[config.mk]
export PLATFORM = sky130hd
export DESIGN_NAME = btn_deb_multi_sv
export DESIGN_NICKNAME = d
export VERILOG_FILES = /design/src/rtl/btn_deb_multi_sv.sv
export SDC_FILE = /design/constraint.sdc
export NUM_CORES = 1
export LEC_CHECK = 0
export BUFFER_PORTS_ARGS = -buffer_cell sky130_fd_sc_hd__clkbuf_2
export CAP_MARGIN = 20
export CORE_MARGIN = 3
export CORE_UTILIZATION = 33
export CTS_BUF_LIST = sky130_fd_sc_hd__clkbuf_4
export DETAILED_ROUTE_END_ITERATION = 8
export HOLD_SLACK_MARGIN = 0.05
export PLACE_DENSITY = 0.53
export RECOVER_POWER = 100
export REMOVE_ABC_BUFFERS = 1
export SKIP_LAST_GASP = 1
export SYNTH_ARGS = -nofsm -noshare
export SYNTH_HDL_FRONTEND = slang
export SYNTH_SLANG_ARGS = --single-unit
[constraint.sdc]
create_clock -name i_sysclk_40 -period 14.1 [get_ports i_sysclk_40]
set_clock_uncertainty 0.15 [all_clocks]
set_input_delay 0.705 -clock i_sysclk_40 [delete_from_list [all_inputs] [get_ports i_sysclk_40]]
set_output_delay 0.705 -clock i_sysclk_40 [all_outputs]
set_load 0.01 [all_outputs]
[src/rtl/btn_deb_multi_sv.sv]
`default_nettype none
// ============================================================================
// Module   : btn_deb_multi_sv
// Purpose  : Multi-channel button debouncer with press/release/long-press
//            pulses. Define BTN_DEB_REPEAT_EN to enable auto-repeat pulses.
// Revision : 1.0 - initial release
// ============================================================================
module btn_deb_multi_sv #(
    parameter int   NUM_BTN         = 4,
    parameter int   DEB_CNT         = 1000000,
    parameter logic ACTIVE_HIGH_BTN = 1'b1,
    parameter int   LONG_CNT        = 40000000,
    parameter int   REPEAT_CNT      = 8000000
) (
    input  logic               i_sysclk_40,
    input  logic               i_rst,
    input  logic [NUM_BTN-1:0] i_btn,
    output logic [NUM_BTN-1:0] o_level,
    output logic [NUM_BTN-1:0] o_press,
    output logic [NUM_BTN-1:0] o_release,
    output logic [NUM_BTN-1:0] o_long,
    output logic [NUM_BTN-1:0] o_repeat
);

    localparam int DEB_W    = $clog2(DEB_CNT + 1);
    // One counter serves as hold timer in PRESSED and as repeat timer in LONG.
    localparam int HOLD_MAX = (LONG_CNT > REPEAT_CNT) ? LONG_CNT : REPEAT_CNT;
    localparam int HOLD_W   = $clog2(HOLD_MAX + 1);

    localparam logic [DEB_W-1:0]  C_DEB_LAST  = DEB_W'(DEB_CNT - 1);
    localparam logic [HOLD_W-1:0] C_LONG_LAST = HOLD_W'(LONG_CNT - 1);
`ifdef BTN_DEB_REPEAT_EN
    localparam logic [HOLD_W-1:0] C_REP_LAST  = HOLD_W'(REPEAT_CNT - 1);
`endif

    typedef enum logic [1:0] {
        S_IDLE    = 2'd0,
        S_PRESSED = 2'd1,
        S_LONG    = 2'd2
    } state_t;

    logic [NUM_BTN-1:0] w_btn_n;
    assign w_btn_n = i_btn ^ {NUM_BTN{~ACTIVE_HIGH_BTN}};

    for (genvar n = 0; n < NUM_BTN; n++) begin : g_ch
        logic [1:0]        r_sync;
        logic [DEB_W-1:0]  r_deb;
        logic [HOLD_W-1:0] r_hold;
        state_t            r_state;
        logic              r_level;
        logic              r_press;
        logic              r_release;
        logic              r_long;
        logic              w_accept;
        logic              w_rise;
        logic              w_fall;
`ifdef BTN_DEB_REPEAT_EN
        logic              r_repeat;
`endif

        assign w_accept = (r_sync[1] != r_level) && (r_deb == C_DEB_LAST);
        assign w_rise   = w_accept & ~r_level;
        assign w_fall   = w_accept &  r_level;

        always_ff @(posedge i_sysclk_40 or posedge i_rst) begin
            if (i_rst) begin
                r_sync    <= 2'b00;
                r_deb     <= '0;
                r_hold    <= '0;
                r_state   <= S_IDLE;
                r_level   <= 1'b0;
                r_press   <= 1'b0;
                r_release <= 1'b0;
                r_long    <= 1'b0;
`ifdef BTN_DEB_REPEAT_EN
                r_repeat  <= 1'b0;
`endif
            end else begin
                r_sync    <= {r_sync[0], w_btn_n[n]};
                r_press   <= w_rise;
                r_release <= w_fall;
                r_long    <= 1'b0;
`ifdef BTN_DEB_REPEAT_EN
                r_repeat  <= 1'b0;
`endif
                if (r_sync[1] == r_level || w_accept) begin
                    r_deb <= '0;
                end else begin
                    r_deb <= r_deb + 1'b1;
                end
                if (w_accept) begin
                    r_level <= ~r_level;
                end

                case (r_state)
                    S_IDLE: begin
                        if (w_rise) begin
                            r_state <= S_PRESSED;
                            r_hold  <= '0;
                        end
                    end
                    S_PRESSED: begin
                        // A release on the long-press edge takes priority.
                        if (w_fall) begin
                            r_state <= S_IDLE;
                        end else if (r_hold == C_LONG_LAST) begin
                            r_state <= S_LONG;
                            r_long  <= 1'b1;
                            r_hold  <= '0;
                        end else begin
                            r_hold  <= r_hold + 1'b1;
                        end
                    end
                    S_LONG: begin
                        if (w_fall) begin
                            r_state <= S_IDLE;
`ifdef BTN_DEB_REPEAT_EN
                        end else if (r_hold == C_REP_LAST) begin
                            r_repeat <= 1'b1;
                            r_hold   <= '0;
                        end else begin
                            r_hold   <= r_hold + 1'b1;
`endif
                        end
                    end
                    default: r_state <= S_IDLE;
                endcase
            end
        end

        assign o_level[n]   = r_level;
        assign o_press[n]   = r_press;
        assign o_release[n] = r_release;
        assign o_long[n]    = r_long;
`ifdef BTN_DEB_REPEAT_EN
        assign o_repeat[n]  = r_repeat;
`endif
    end

`ifndef BTN_DEB_REPEAT_EN
    assign o_repeat = '0;
`endif

endmodule
`default_nettype wire

# == Yosys cells after proc, flatten, opt, wreduce, memory -nomap -nowiden ==
# Index checks and enable logic that the tools add are counted.
# word_totals
regBits,216
latch_bits,0
ram_bits,0
romBits,0
in_bits,6
output_inout_bits,20
elab_cells,168
n_memories,0
# classes
n_addsub,8
mul,0
div_mod_pow,0
order_cmp,0
eq_ne,40
shift,0
mux,52
bitwise_logic,12
n_reduce_logical,24
# op_table
cell,count
$mux 26,12
$pmux 26 s2,4
$add 26x1->26 const B,4
$eq 26x26->1 const B,4
$add 20x1->20 const B,4
$eq 20x20->1 const B,4
$mux 20,4
$mux 2,16
$ne 2x2->1 const B,12
$pmux 2 s3,4
$reduce_and 3->1,8
$mux 1,12
$ne 3x3->1 const B,4
$and 1x1->1,8
$eq 2x1->1 const B,4
$eq 2x2->1 const B,4
$logic_not 2->1,4
$reduce_bool 2->1,4
$eq 1x1->1,4
$logic_and 1x1->1,4
$logic_or 1x1->1,4
$ne 1x1->1,4
$not 1->1,4

# == Depth between registers and ports, before layout ==
# Gate-level depths: netlist of run 1.
# logic_depth
depth_word,5
ltp_mapped,9
ltp_nobuf,7

# == Worst setup path before layout of run 1 ==
# OpenSTA, ideal clock, no wires.
# synth_path
kind,register -> register
from,reg g_ch[1].r_deb[15]
to,reg g_ch[1].r_hold[22]
setup_ns,0.111
arrival_ns,2.675
required_ns,13.839
path_slack_ns,11.163
path_stages_with_launch,8
cell_sequence,dfrtp_1 -> or4_1 -> or4_4 -> or4b_4 -> buf_6 -> a21oi_4 -> nor2_2 -> a2111oi_2
# synth_via
elab_chain_len,5
elab_cells_between_ends,7
classes_between,eq/ne (3); bitwise (2); reduce/logical (2)
# synth_lines
element,line,source
"start, declared",47,logic [DEB_W-1:0] r_deb;
"start signal, assigned",89,r_deb <= r_deb + 1'b1;
$eq 20x20->1 (*),61,assign w_accept = (r_sync[1] != r_level) && (r_deb == C_DEB_LAST);
$logic_and 1x1->1 (*),61,
$and 1x1->1 (on tied branches),"63, 62",
$ne 2x2->1 (no line),-,
$reduce_and 3->1 (no line) (*),-,
"end signal, assigned",111,r_hold <= r_hold + 1'b1;
"end, declared",48,logic [HOLD_W-1:0] r_hold;
# Every way passes the cells marked *; elsewhere a longest branch is shown, timed or not.
# A chain may end at the register's enable or synchronous reset.

==> flow_summary.json, run 1 <==
{
  "status": "complete, but fails checks",
  "violations": "max-capacitance violations, max-slew violations",
  "layout.nets": 1277,
  "syn-cell-area_um2": 11210,
  "leakagePower_nw": 5.078,
  "cts-root-buf": "clkbuf_4",
  "r2r-end": "g_ch[0].r_hold[6]$_DFFE_PP0P_",
  "routedWlPerCell_um": 14.22,
  "cp_max_fo": 101,
  "dieArea_um2": 36220,
  "grt-ovfl-total": 0,
  "drc": 0,
  "synthCells": 1210,
  "rr_startpoint": "g_ch[0].r_hold[20]$_DFFE_PP0P_",
  "cts_buffers": 67,
  "whs_endpoint": "g_ch[3].r_sync[1]$_DFF_PP0_",
  "syn_area_per_cell_um2": 9.266,
  "rsz0062_at_grt": "false",
  "drive_gt1_share_pct": 10.10,
  "synth.most_common_cell": "dfrtp_1",
  "period_share_pct": 47.36,
  "cts_tree": "built",
  "p_switching_mw": 0.2978,
  "use_met1_pct": 19.69,
  "async_flop_share_pct": 100.0,
  "path_cells": "dlygate4sd3_1 -> clkbuf_2 -> clkinvlp_2 -> clkbuf_1 -> buf_4",
  "die_w_um": 190.3,
  "power_density_nw_per_um2": 99.51,
  "antenna_found_initial": 1,
  "synth_area_leaders": "dfrtp_1 48%, nor2_1 5.6%, xnor2_1 4.7%, o21ai_0 3.5%, nand2_1 3.4%",
  "grt_pass1_wl_mm": 43.41,
  "synth_common_cells": "216 x dfrtp_1, 166 x nor2_1, 102 x nand2_1",
  "detail_route.vias_per_cell": 5.135,
  "worstPathRequired_ns": 14.64,
  "worstHoldStart": "g_ch[3].r_sync[0]$_DFF_PP0_",
  "final_antenna_net_count": 0,
  "grt-busiest-layer": "met2",
  "swShare_pct": 24.11,
  "period_needed_ns": 6.677,
  "path_buf_inv": 5,
  "synth_cell_types": 68,
  "fin_setup_tns_ns": 0,
  "dr.pass1.iters": 5,
  "clock_power_share_pct": 47.2,
  "coreArea_um2": 33030,
  "worst_pin_slew_ns": 4.540,
  "drt_iter0_drc": 643,
  "synth_edf_count": 0,
  "hold_viol": 0,
  "fp.dieH_um": 190.3,
  "synth_top_cell_area_share_pct": 48.21,
  "n_fill_cell": 3411,
  "hold_depth": 0,
  "cp_top_family": "buffers and inverters",
  "clk_path_buf_depth": 3,
  "ir_worst_vdd_v": 0.00004505,
  "reg2reg_setup_slack_ns": 10.44,
  "wirelength_mm": 24.88,
  "rows": 66,
  "place_hpwl_mm": 15.93,
  "grt_max_degree": 102,
  "hp-class": "reg2reg",
  "synth_seq_area_share_pct": 48.21,
  "crit_path_start_kind": "primary input",
  "use_met2_pct": 21.45,
  "maxSlewViolCount": 184,
  "clk_pin_slew_ns": 0.05,
  "h-tree-depth": 3,
  "slowest_delay_ns": 2.53,
  "start_util_pct": 33.94,
  "areaGrowthSynthToFinish_pct": 10.70,
  "synthFlopType": "dfrtp_1",
  "end_kind": "async pin",
  "comb_power_share_pct": 1.9,
  "grt.total_usage_pct": 14.16,
  "vias": 8987,
  "use_met3_pct": 3.511,
  "synth-seq-cells": 216,
  "cap_violations": 3,
  "relSlewSlack_pct": -204.4,
  "port_buffers": 21,
  "synth_area_leader_cell": "dfrtp_1",
  "critical_path_arrival_ns": 7.22,
  "grt_pass1_vias": 8836,
  "max_freq_ghz": 0.1498,
  "finalSetupViolCount": 0,
  "intPower_mw": 0.9373,
  "clock_latency_ns": 0.68,
  "pwr-share-seq_pct": 50.8,
  "reg2reg_depth": 7,
  "final_util_pct": 37.58,
  "crit_type": "in2async",
  "synth_warnings": 0,
  "place_congestion": 0.7750,
  "ioPinCount": 26,
  "critPathSlowestCell": "clkinvlp_2",
  "clock-sinks": 216
}
-- worst max-delay path by stage --
stage,startpoint,endpoint,cells after the start
2_1_floorplan,i_rst,g_ch[0].r_deb[0]$_DFF_PP0_,1
3_3_place_gp,i_rst,g_ch[3].r_hold[21]$_DFFE_PP0P_,4
3_5_place_dp,i_rst,g_ch[3].r_release$_DFF_PP0_,4
4_1_cts,g_ch[2].r_deb[0]$_DFF_PP0_,g_ch[2].r_hold[7]$_DFFE_PP0P_,7
5_1_grt,i_rst,g_ch[0].r_deb[4]$_DFF_PP0_,5
6_report,i_rst,g_ch[2].r_deb[2]$_DFF_PP0_,5
-- placed cells by master, fill, tap and decap left out, drive strengths merged, types with 3 or more instances in the layout --
master       netlist  final
a2111oi            9      9
a211oi            18     18
a21boi             3      3
a21oi             58     58
a31oi             12     12
and2               9      9
and3              27     27
and4              18     18
buf               27      8
clkbuf            31    121
clkinv             0     13
conb               1      4
dfrtp            216    216
dlygate4sd3        0      5
ha                 8      8
inv               25     28
mux2i              3      3
nand2            102    102
nand2b            12     12
nand3             68     68
nand3b             4      4
nand4             42     42
nor2             167    167
nor2b             10     10
nor3              19     19
nor3b              5      5
nor4              18     18
nor4b              5      5
nor4bb             3      3
o21ai             79     79
o31ai             30     30
o41ai              4      4
or2                7      7
or3               27     27
or3b               3      3
or4               13     13
or4b               3      3
xnor2             60     60
xor2              42     42
-- final cells by class --
class	count	area, um^2	share of cell area, %
clock buffer	95	713.2	5.746
sequential	216	5405	43.55
timing repair buffer	39	211.5	1.704
tap	442	553.0	4.456
antenna	1	2.502	0.02016
multi-input combinational	914	5359	43.18
clock inverter	18	72.57	0.5847
inverter	25	95.09	0.7661
-- power by group through the flow --
stage,combinational (mW),clock (mW),sequential [mW]
detailed placement,0.0248,0,0.639
global route,0.0285,0.654,0.628
CTS,0.0259,0.616,0.627
global placement,0.0246,0,0.639
finish,0.0239,0.583,0.628
floorplan,0.0167,0,0.638
-- kinds of logic (layout without fill, tap and decap cells) --
| logic type | count (synthesis) | count (layout) | share of synthesized area [%] |
|---|---|---|---|
| AOI/OAI and AO/OA | 228 | 228 | 12.77 |
| muxes | 4 | 4 | 0.3683 |
| other | 1 | 5 | 0.03345 |
| and+or+nand+nor | 567 | 567 | 25.99 |
| buffers and inverters | 83 | 177 | 3.682 |
| adders and majority gates | 9 | 9 | 0.9821 |
| xor gates and xnor gates | 102 | 102 | 7.968 |
| DFF | 216 | 216 | 48.21 |
-- repair_timing --
item | in CTS | in global routing
setup buffers | 0 | 0
endpoints found under the hold margin | 104 | 0
gates resized for setup | 0 | 0
hold buffers | 5 | 0
-- state kept, by name, indices dropped and copies added, names as in the netlist --
| name | cells |
|---|---|
| g_ch.r_long | 4 |
| g_ch.r_level | 4 |
| g_ch.r_press | 4 |
| g_ch.r_sync | 8 |
| g_ch.r_release | 4 |
| g_ch.r_hold | 104 |
| g_ch.r_state | 8 |
| g_ch.r_deb | 80 |
-- metal layers --
layer	up-vias	wire, um	share of wire, %
li1	4471	-	-
met5	-	0	0
met3	32	1111	4.5
met2	154	10990	44
met1	4330	12370	50
met4	0	405	1.6
-- through the flow --
step	std cells	cell area [um^2]	total power, mW	hold WS [ns]	setup WS (ns)
final	1750	12410	1.235	0.1992	7.423
after detailed placement	1630	11670	0.6635	0.1847	10.88
after global routing	1750	12410	1.310	0.2082	6.175
after floorplan	1155	10900	0.6547	0.1812	7.337
after CTS	1748	12500	1.270	0.2018	10.92
after global placement	1630	11670	0.6633	0.1896	10.89
No activity file was read; power rests on OpenSTA's default activity.
==> run 2: changes to the inputs <==
--- a/config.mk
+++ b/config.mk
@@ -12,7 +12,7 @@
 export CTS_BUF_LIST = sky130_fd_sc_hd__clkbuf_4
 export DETAILED_ROUTE_END_ITERATION = 8
 export HOLD_SLACK_MARGIN = 0.05
-export PLACE_DENSITY = 0.53
+export PLACE_DENSITY = 0.55
 export RECOVER_POWER = 100
 export REMOVE_ABC_BUFFERS = 1
 export SKIP_LAST_GASP = 1
==> constraint.sdc (replaced) <==
create_clock -name i_sysclk_40 -period 5.8 [get_ports i_sysclk_40]
set_clock_uncertainty 0.15 [all_clocks]
set_input_delay 0.29 -clock i_sysclk_40 [delete_from_list [all_inputs] [get_ports i_sysclk_40]]
set_output_delay 0.29 -clock i_sysclk_40 [all_outputs]
set_load 0.01 [all_outputs]
==> run 2 against run 1 <==
The run still ends with max-capacitance violations, max-slew violations left. Critical path depth shrank 1. Count of clock-buffer cells in the layout rose by 3. Setup slack got worse by 5.3 ns. Largest cell class unchanged. Sequential share of layout area decreased by 0.16 points. Combinational power grew 150%. Hold slack got worse by 0.0011 ns. Flip-flop and latch count did not move. Total power up 140%. Critical path type unchanged. Global-route usage shrank 0.32 points. Die area stayed put. Final cell count grew 0.23%.
==> flow_summary.json, run 2 (synthesized netlist as in run 1, its figures left out) <==
{
  "final_cell_mix": "216 x dfrtp_1, 166 x nor2_1, 102 x nand2_1",
  "drt_iter0_drc": 637,
  "detail_route.vias_per_cell": 5.180,
  "hold_slack_ns": 0.1982,
  "clock_latency_ns": 0.70,
  "cp_top_family": "buffers and inverters",
  "antenna_found_initial": 1,
  "wirelength_mm": 24.50,
  "clock-sinks": 216,
  "finalSetupViolCount": 0,
  "grt_pass1_vias": 8871,
  "top_register": "g_ch.r_hold",
  "multi_input_area_um2": 5359,
  "place_hpwl_mm": 15.68,
  "cp_max_fo": 135,
  "drc": 0,
  "grt-ovfl-total": 0,
  "areaGrowthSynthToFinish_pct": 11.11,
  "path_cells": "dlygate4sd3_1 -> clkbuf_1 -> clkinvlp_4 -> clkbuf_2",
  "final_common_cell": "dfrtp_1",
  "die_w_um": 190.3,
  "worstPathRequired_ns": 6.20,
  "max_freq_ghz": 0.2711,
  "swShare_pct": 23.62,
  "port_buffers": 21,
  "coreArea_um2": 33030,
  "intPower_mw": 2.289,
  "crit_path_start_kind": "primary input",
  "relSlewSlack_pct": -92.71,
  "fp.dieH_um": 190.3,
  "rsz0062_at_grt": "false",
  "drive_gt1_share_pct": 9.840,
  "n_fill_cell": 3377,
  "hp-class": "reg2reg",
  "layout.nets": 1275,
  "comb_power_share_pct": 2.0,
  "clk_pin_slew_ns": 0.06,
  "h-tree-depth": 2,
  "final_antenna_net_count": 0,
  "cts-root-buf": "clkbuf_4",
  "reg_top3": "g_ch.r_hold: 104 flops, g_ch.r_deb: 80 flops",
  "fin_ws_ns": 2.111,
  "worst_pin_slew_ns": 2.891,
  "path_buf_inv": 4,
  "grt.total_usage_pct": 13.84,
  "crit_type": "in2async",
  "period_share_pct": 63.60,
  "status": "complete, but fails checks",
  "vias": 9086,
  "cap_violations": 3,
  "rows": 66,
  "routedWlPerCell_um": 13.97,
  "power_density_nw_per_um2": 240.6,
  "hold_viol": 0,
  "dieArea_um2": 36220,
  "ir_worst_vdd_v": 0.0001185,
  "grt_pass1_wl_mm": 43.06,
  "largest_reg_flops": 104,
  "ioPinCount": 26,
  "clk_path_buf_depth": 3,
  "maxSlewViolCount": 191,
  "register_area_um2": 5405,
  "grt_max_degree": 136,
  "critPathSlowestCell": "clkinvlp_4",
  "pwr-share-seq_pct": 50.9,
  "p_switching_mw": 0.7079,
  "start_util_pct": 33.94,
  "critical_path_arrival_ns": 4.09,
  "leakagePower_nw": 5.091,
  "slowest_delay_ns": 1.77,
  "violations": "max-capacitance violations, max-slew violations",
  "cts_buffers": 61,
  "place_ws_ns": 2.587,
  "period_needed_ns": 3.689,
  "clock_power_share_pct": 47.1,
  "cts_tree": "built",
  "dr.pass1.iters": 4,
  "place_congestion": 0.7832,
  "end_kind": "async pin"
}
[run 2: cell types whose count changed in the layout (fill, tap and decap cells not counted), sizes merged]
cell and delta:
buf -3, dlygate4sd3 +4, clkinv +1, inv -3
clkinvlp -1, clkbuf +6
[run 2: power groups by stage]
stage	clock, mW	combinational [mW]	sequential (mW)
floorplan	0	0.0405	1.55
global placement	0	0.0596	1.55
detailed placement	0	0.0596	1.55
CTS	1.49	0.0645	1.52
global route	1.57	0.0711	1.53
finish	1.41	0.0594	1.53
[run 2: worst paths after layout]
check,startpoint,to,slack [ns],cells after the start
max,i_rst,g_ch[1].r_state[1]$_DFFE_PP0P_,2.11,4
min,g_ch[3].r_sync[0]$_DFF_PP0_,g_ch[3].r_sync[1]$_DFF_PP0_,0.20,0
max reg2reg,g_ch[1].r_deb[15]$_DFF_PP0_,g_ch[1].r_hold[22]$_DFFE_PP0P_,2.21,6
min reg2reg,g_ch[3].r_sync[0]$_DFF_PP0_,g_ch[3].r_sync[1]$_DFF_PP0_,0.20,0
max in group i_sysclk_40,g_ch[1].r_deb[15]$_DFF_PP0_,g_ch[1].r_hold[22]$_DFFE_PP0P_,2.21,6
min in group asynchronous,i_rst,g_ch[0].r_deb[9]$_DFF_PP0_,0.93,3
[run 2: cell type report]
cell class,instances,area share (%)
flip-flops and latches,216,43.39
multi-input cells,914,43.01
clock buffers,98,5.905
well taps,442,4.439
repair buffers,43,1.989
inverters,25,0.7834
clock inverters,15,0.4620
diodes,1,0.02009
[run 2: metrics by stage]
step                      std cells  setup TNS (ns)  instance area [um^2]  util (%)  power, mW
final                          1754               0                 12460     37.72      2.997
after global routing           1754               0                 12460     37.72      3.170
after CTS                      1752               0                 12560     38.02      3.081
after detailed placement       1630               0                 11670     35.34      1.613
after global placement         1628               0                 11650     35.28      1.612
after floorplan                1155         -118.29                 10900         -      1.592
[run 2: metal layers]
| metal | up-vias | GRT usage [%] | wire, um |
|---|---|---|---|
| met3 | 36 | 2.647 | 1001 |
| met1 | 4416 | 19.23 | 11890 |
| met4 | 0 | 4.798 | 486 |
| met2 | 155 | 21.67 | 11120 |
| li1 | 4479 | - | - |
| met5 | - | 0 | 0 |
[run 2: what timing repair did]
action | in CTS | in global routing
endpoints found under the hold margin | 137 | 0
setup buffers | 0 | 0
resized for setup | 0 | 0
hold buffers | 9 | 0
